File: src/rtl/monitor_gray.sv
// Gray-code stream monitor: decodes the sampled 5-bit Gray word to binary and flags
// transitions that flip more than one bit or that are not a +1 step.
module monitor_gray #(
    parameter int ANCHO         = 5,
    parameter int ANCHO_ERR     = 4,
    parameter int ANCHO_VUELTAS = 8
) (
    input  logic                     clk,
    input  logic                     reset,
    input  logic                     enable,
    input  logic [ANCHO-1:0]         entrada_gray,
    output logic [ANCHO-1:0]         salida_bin,
    output logic                     valido,
    output logic                     err_multibit,
    output logic                     err_retroceso,
    output logic                     error,
    output logic [ANCHO_ERR-1:0]     cuenta_errores,
    output logic [ANCHO_VUELTAS-1:0] vueltas
);

    typedef enum logic {INICIO, SEGUIMIENTO} estado_t;

    localparam logic [ANCHO-1:0] UNO = ANCHO'(1);

    function automatic logic [ANCHO-1:0] g2b(input logic [ANCHO-1:0] g);
        logic [ANCHO-1:0] b;
        b[ANCHO-1] = g[ANCHO-1];
        for (int i = ANCHO - 2; i >= 0; i--) begin
            b[i] = b[i+1] ^ g[i];
        end
        return b;
    endfunction

    function automatic logic es_un_bit(input logic [ANCHO-1:0] d);
        return (d != '0) && ((d & (d - UNO)) == '0);
    endfunction

    function automatic logic [ANCHO_ERR-1:0] sat_inc(input logic [ANCHO_ERR-1:0] c);
        return (c == '1) ? c : c + ANCHO_ERR'(1);
    endfunction

    estado_t                  estado, estado_sig;
    logic [ANCHO-1:0]         prev_gray, prev_gray_sig;
    logic [ANCHO-1:0]         salida_bin_sig;
    logic                     valido_sig, multibit_sig, retroceso_sig, error_sig;
    logic [ANCHO_ERR-1:0]     cuenta_sig;
    logic [ANCHO_VUELTAS-1:0] vueltas_sig;
    logic [ANCHO-1:0]         bin_nuevo, bin_prev;

    assign bin_nuevo = g2b(entrada_gray);
    assign bin_prev  = g2b(prev_gray);

    always_ff @(posedge clk) begin
        if (reset) begin
            estado <= INICIO;
        end else begin
            estado <= estado_sig;
        end
    end

    always_comb begin
        estado_sig = estado;
        if (enable) begin
            estado_sig = SEGUIMIENTO;
        end
    end

    // Any change reloads prev_gray, so one bad jump yields exactly one error.
    always_comb begin
        prev_gray_sig  = prev_gray;
        salida_bin_sig = salida_bin;
        valido_sig     = valido;
        multibit_sig   = 1'b0;
        retroceso_sig  = 1'b0;
        error_sig      = error;
        cuenta_sig     = cuenta_errores;
        vueltas_sig    = vueltas;
        if (enable) begin
            if (estado == INICIO) begin
                prev_gray_sig  = entrada_gray;
                salida_bin_sig = bin_nuevo;
                valido_sig     = 1'b1;
            end else if (entrada_gray != prev_gray) begin
                prev_gray_sig  = entrada_gray;
                salida_bin_sig = bin_nuevo;
                if (!es_un_bit(entrada_gray ^ prev_gray)) begin
                    multibit_sig = 1'b1;
                end else if (bin_nuevo != bin_prev + UNO) begin
                    retroceso_sig = 1'b1;
                end else if (bin_prev == '1) begin
                    vueltas_sig = vueltas + ANCHO_VUELTAS'(1);
                end
                if (multibit_sig || retroceso_sig) begin
                    error_sig  = 1'b1;
                    cuenta_sig = sat_inc(cuenta_errores);
                end
            end
        end
    end

    always_ff @(posedge clk) begin
        if (reset) begin
            prev_gray      <= '0;
            salida_bin     <= '0;
            valido         <= 1'b0;
            err_multibit   <= 1'b0;
            err_retroceso  <= 1'b0;
            error          <= 1'b0;
            cuenta_errores <= '0;
            vueltas        <= '0;
        end else begin
            prev_gray      <= prev_gray_sig;
            salida_bin     <= salida_bin_sig;
            valido         <= valido_sig;
            err_multibit   <= multibit_sig;
            err_retroceso  <= retroceso_sig;
            error          <= error_sig;
            cuenta_errores <= cuenta_sig;
            vueltas        <= vueltas_sig;
        end
    end

endmodule

File: config.mk
export PLATFORM = sky130hd
export DESIGN_NAME = monitor_gray
export DESIGN_NICKNAME = d
export VERILOG_FILES = /design/src/rtl/monitor_gray.sv
export SDC_FILE = /design/constraint.sdc
export NUM_CORES = 1
export LEC_CHECK = 0
export CORE_MARGIN = 5
export CORE_UTILIZATION = 52
export DETAILED_ROUTE_END_ITERATION = 8
export MAX_ROUTING_LAYER = met4
export PLACE_DENSITY = 0.86
export SETUP_SLACK_MARGIN = 0.3
export SLEW_MARGIN = 5
export SYNTH_ARGS = -nofsm -noshare
export SYNTH_HDL_FRONTEND = slang
export SYNTH_SLANG_ARGS = --single-unit
File: constraint.sdc
create_clock -name clk -period 3.6 [get_ports clk]
set_input_delay 1.08 -clock clk [delete_from_list [all_inputs] [get_ports clk]]
set_output_delay 1.08 -clock clk [all_outputs]
set_load 0.02 [all_outputs]
[Word-level counts from Yosys, hierarchy flattened]
Cells that the tools add are included.
Operators by class
  $lt $le $gt $ge: 0
  div/mod/pow operators: 0
  mux-type cells: 13
  bitwise logic cells: 15
  shift-type cells: 0
  equal/unequal tests: 5
  add/sub/neg operators: 4
  reductions and logical operators: 10
  multiply operators: 0
Operators by type and width (count)
  5-bit two-way mux: 4
  5-bit != test: 2
  1-bit two-way mux: 9
  8-bit by 1-bit adder with 8-bit output (second input constant): 1
  1-bit bitwise XOR: 8
  6-bit AND reduction: 1
  5-bit by 1-bit adder with 5-bit output (second input constant): 1
  5-bit AND: 1
  5-bit == test (second input constant): 1
  5-bit zero test: 1
  1-bit NOT: 5
  5-bit AND reduction: 1
  5-bit nonzero test: 1
  5-bit by 1-bit subtractor with 5-bit output (second input constant): 1
  5-bit bitwise XOR: 1
  4-bit by 1-bit adder with 4-bit output (second input constant): 1
  4-bit == test (second input constant): 1
  2-bit AND reduction: 2
  4-bit AND reduction: 1
  4-bit OR reduction: 1
  2-bit by 1-bit != test with 1-bit output (second input constant): 1
  1-bit logical AND: 1
  1-bit logical OR: 1
Storage, ports and cells
  bits in latches: 0
  memories kept: 0
  output and inout bits: 21
  input port bits: 8
  bits in registers: 27
  ROM bits: 0
  bits in writable memories: 0

[Depth between registers and ports, before layout]
Gate-level depths: netlist of run 1.
  word-level depth: 13
  gate-level depth with buffers: 14
  mapped depth without buffers: 14

[Least setup slack after synthesis of run 1]
No wires, ideal clock.
  kind: register to register
  from: register, netlist name salida_bin[4]
  to: register cuenta_errores[0]
  buffers on the path: 0
  clock period less this slack: 3.217 ns
  arrival: 3.096 ns
  stages on the path, launching flop included: 15
  setup time: 0.121 ns
  path slack: 0.383 ns
  path through: dfxtp_1 xor2_1 ha_1 inv_1 ha_1 inv_1 ha_1 and2_1 ha_1 and2_1 mux2i_1 nor4b_4 o21ai_2 and3_4 mux2_4
RTL lines
  end signal, assigned: RTL line 118  | cuenta_errores <= cuenta_sig;
  end, declared: RTL line 17  | output logic [ANCHO_ERR-1:0] cuenta_errores,

==> results of run 1 <==
==> what timing repair did <==
item                       CTS  global route
buffers inserted             0             6
setup endpoints to repair    4            11
pin swaps                    0             6
resized for setup            2            13
==> cell type report <==
type | instances | area, um^2
Tap cell | 33 | 41.3
Sequential cell | 26 | 524
Timing Repair Buffer | 45 | 413
Clock inverter | 1 | 30.0
Inverter | 7 | 26.3
Multi-Input combinational cell | 128 | 1050
Clock buffer | 3 | 22.5
Fill cell | 216 | 867
==> cell families (layout without fill, tap and decap cells) <==
family / after synthesis / after routing / share of synthesized area
AND/OR/NAND/NOR: 60 / 60 / 0.208
AO/OA/AOI/OAI: 28 / 28 / 0.143
flip-flops: 26 / 26 / 0.328
XOR/XNOR: 24 / 24 / 0.160
buffers and inverters: 15 / 56 / 0.0441
multiplexers: 10 / 10 / 0.0693
adder cells (fa/ha/maj): 6 / 6 / 0.0473
==> flip-flops by register name, indices dropped and copies added, names as in the netlist <==
name / flops
error: 1
err_retroceso: 1
estado: 1
cuenta_errores: 4
salida_bin: 5
vueltas: 8
prev_gray: 4
valido: 1
err_multibit: 1
==> power by group <==
part / switching [W] / leakage (nW) / internal, W
clock: 0.0000945 / 0.0279 / 0.000113
sequential: 0.00000901 / 0.213 / 0.000301
combinational: 0.000120 / 0.624 / 0.000115
==> layer usage <==
metal  global-route usage  up-vias  share of wire
li1                     -      664              -
met5                    -        -              0
met4               0.0440        0         0.0091
met1                0.218      646           0.45
met3               0.0444        6          0.039
met2                0.317       29           0.50
==> cell usage after synthesis <==
cell | instances | area (um^2)
o21a_4 | 1 | 15.0
o311ai_0 | 1 | 8.76
xor2_2 | 2 | 32.5
a31oi_1 | 2 | 12.5
ha_1 | 6 | 75.1
a21boi_1 | 1 | 7.51
and3_4 | 1 | 11.3
buf_2 | 2 | 10.0
nor4_1 | 1 | 6.26
nand3b_1 | 5 | 37.5
nor2_1 | 28 | 105
nand2_1 | 2 | 7.51
nor2b_1 | 3 | 18.8
nand3_1 | 1 | 5.00
xnor3_1 | 1 | 22.5
nand4_2 | 1 | 12.5
mux2i_1 | 8 | 80.1
xnor2_1 | 9 | 78.8
a2111oi_4 | 1 | 27.5
buf_6 | 1 | 11.3
buf_4 | 1 | 7.51
and3_1 | 2 | 12.5
xor2_1 | 10 | 87.6
a211oi_1 | 4 | 30.0
mux2_4 | 2 | 30.0
a21oi_1 | 7 | 35.0
dfxtp_1 | 26 | 521
nor3_1 | 3 | 15.0
a311oi_1 | 1 | 8.76
nand2b_1 | 3 | 18.8
and2_1 | 9 | 56.3
xnor2_2 | 2 | 32.5
a21bo_2 | 1 | 10.0
o21ai_2 | 1 | 8.76
inv_1 | 7 | 26.3
a22oi_1 | 1 | 7.51
clkbuf_1 | 4 | 15.0
nor4b_4 | 1 | 23.8
o2111ai_1 | 5 | 43.8
o21ai_0 | 1 | 5.00
o31ai_1 | 1 | 7.51
==> per-stage QoR <==
| stage | hold WS (ns) | std cells | util | instance area (um^2) |
|---|---|---|---|---|
| finish | 0.485 | 243 | 0.709 | 2110 |
| global route | 0.514 | 243 | 0.709 | 2110 |
| CTS | 0.491 | 237 | 0.676 | 2010 |
| detailed placement | 0.457 | 233 | 0.654 | 1950 |
| global placement | 0.450 | 233 | 0.654 | 1950 |
| floorplan | 0.484 | 169 | - | 1590 |
==> worst max-delay path by stage <==
stage	slack (ns)	endpoint	depth (start not counted)	from
global route	0.31	vueltas[4]	15	salida_bin[4]
detailed placement	0.002	cuenta_errores[0]	8	entrada_gray[4]
finish	0.42	cuenta_errores[0]	13	salida_bin[4]
floorplan	0.38	cuenta_errores[0]	14	salida_bin[4]
global placement	0.09	cuenta_errores[0]	8	entrada_gray[4]
CTS	0.37	cuenta_errores[0]	14	prev_gray[3]
==> worst max-delay path: cells and delay by family (launching register included) <==
kind                       cells  cell delay, ns
muxes                          2            0.65
buffers and inverters          2            0.09
adders and majority gates      3            0.76
xor gates and xnor gates       3            0.64
AOI/OAI and AO/OA              1            0.24
and+or+nand+nor                2            0.34
DFF                            1            0.36
==> summary.md, run 1 <==
| Metric | Value |
|---|---|
| Status | `complete, no violations` |
| Post-Syn Area | `1590 um^2` |
| Rows | `20` |
| Slowest CP cell | `dfxtp_2` |
| CTS Buf Count | `3` |
| Global Route Usage Sum | `0.185` |
| FF-to-FF setup slack | `0.42 ns` |
| Fin nets | `225` |
| Worst path cell trace | `xor2_1, ha_1, inv_1, ha_1, inv_1, ha_1, xor2_1, xnor2_1, mux2i_4, nor4b_4, o21ai_2, and3_4, mux2_4` |
| CP dominant cell by count | `ha_1` |
| First-pass GRT wire length | `6150 um` |
| Worst Setup End Kind | `flip-flop` |
| WS Path Type | `reg -> reg` |
| Slowest stage delay, CP | `0.36 ns` |
| GP Congestion | `0.931` |
| Clock Sinks | `26` |
| P per Cell Area | `356 nW/um^2` |
| PnR worst setup slack | `0.416 ns` |
| IO Port Bufs | `28` |
| CTS root buf | `clkbuf_4` |
| Initial Utilization | `0.533` |
| Initial antenna violation count | `0` |
| CTS Hold Bufs | `0` |
| WP data required | `3.85 ns` |
| Clock latency on the worst-skew pair | `0.34 ns` |
| Largest net degree at the start of global routing | `21` |
| Most frequent cells in the layout | `nor2_1, clkdlybuf4s50_1, dfxtp_1, buf_4, xor2_1` |
| Post-route antenna net violation count | `0` |
| Tcrit/Tclk final | `0.884` |
| VDD IR max | `0.236 mV` |
| Worst hold path startpoint | `valido` |
| Leak Pwr | `0.866 nW` |
| Syn_nets | `183` |
| WL final | `3750 um` |
| Final Max Tran Viols | `0` |
| Mean routed wirelength per cell | `15.4 um` |
| Vias in the first global route | `1388` |
| Sequential share of the synthesized area | `0.328` |
| Least-Margin Pin Slew | `0.694 ns` |
| # DRC | `0` |
| Final setup fails | `0` |
| Critical Path AT | `3.44 ns` |
| Power, Total | `0.000752 W` |
| Worst reg2reg path depth | `13` |
| YS warnings | `0` |
| CTS tree | `built` |
| Hold Violations, Final | `0` |
| Setup Skew | `0.0103 ns` |
| Max-cap viol count | `0` |
| Clock transition at path regs | `0.15 ns` |
| WHS Endpoint | `valido` |
| Placed wire-length estimate | `2630 um` |
| Dpl ws | `0.00216 ns` |
| I/O pin count | `29` |
| CTS H-tree depth | `1` |
| RSZ-0062 raised after global routing | `false` |
| Fmax | `0.314 GHz` |
| R2R Path Start | `salida_bin[4]` |
| # diodes | `0` |
| Setup TNS | `0 ns` |
| Tmin final | `3.18 ns` |
| Mapped Avg Cell Area | `9.40 um^2` |
| Die ar. | `4260 um^2` |
| Core footprint | `2980 um^2` |
| Initial DRT Pass Iterations | `4` |
| #FFs+latches synth | `26` |
| CP Max Fanout | `5` |
| Hold Path Depth | `2` |
| Total gr overflow | `0` |
| Iter 0 DRT Violations | `90` |
| Yosys cell types | `41` |
| Buffer levels on the longest clock path | `2` |
| Slew margin rel. | `0.536` |
| Vias per cell | `5.53` |
| Commonest non-fill, non-tap cell in the layout | `nor2_1` |
| Syn Inst Count | `169` |
| Share of post-route cells with drive strength above 1 | `0.219` |
| Die H | `65.3 um` |
| Vias | `1345` |
| Worst Setup Start Kind | `flip-flop` |
| RR Endpoint | `cuenta_errores[0]` |
| P&R area growth vs syn | `32.9%` |
| Die width | `65.3 um` |
| HP Class | `reg -> reg` |
(Power assumes the default switching activity.)
==> run 2, diff against run 1 <==
--- a/config.mk
+++ b/config.mk
@@ -7,6 +7,7 @@
 export LEC_CHECK = 0
 export CORE_MARGIN = 5
 export CORE_UTILIZATION = 52
+export CTS_CLUSTER_SIZE = 8
 export DETAILED_ROUTE_END_ITERATION = 8
 export MAX_ROUTING_LAYER = met4
 export PLACE_DENSITY = 0.86
==> results of run 2 <==
The final DEF is identical to that of run 1; final timing and power are the same.
==> run 3, diff against run 2 <==
--- a/config.mk
+++ b/config.mk
@@ -12,7 +12,7 @@
 export MAX_ROUTING_LAYER = met4
 export PLACE_DENSITY = 0.86
 export SETUP_SLACK_MARGIN = 0.3
-export SLEW_MARGIN = 5
+export SLEW_MARGIN = 20
 export SYNTH_ARGS = -nofsm -noshare
 export SYNTH_HDL_FRONTEND = slang
 export SYNTH_SLANG_ARGS = --single-unit
==> results of run 3 <==
The final DEF is identical to that of run 1; final timing and power are the same.
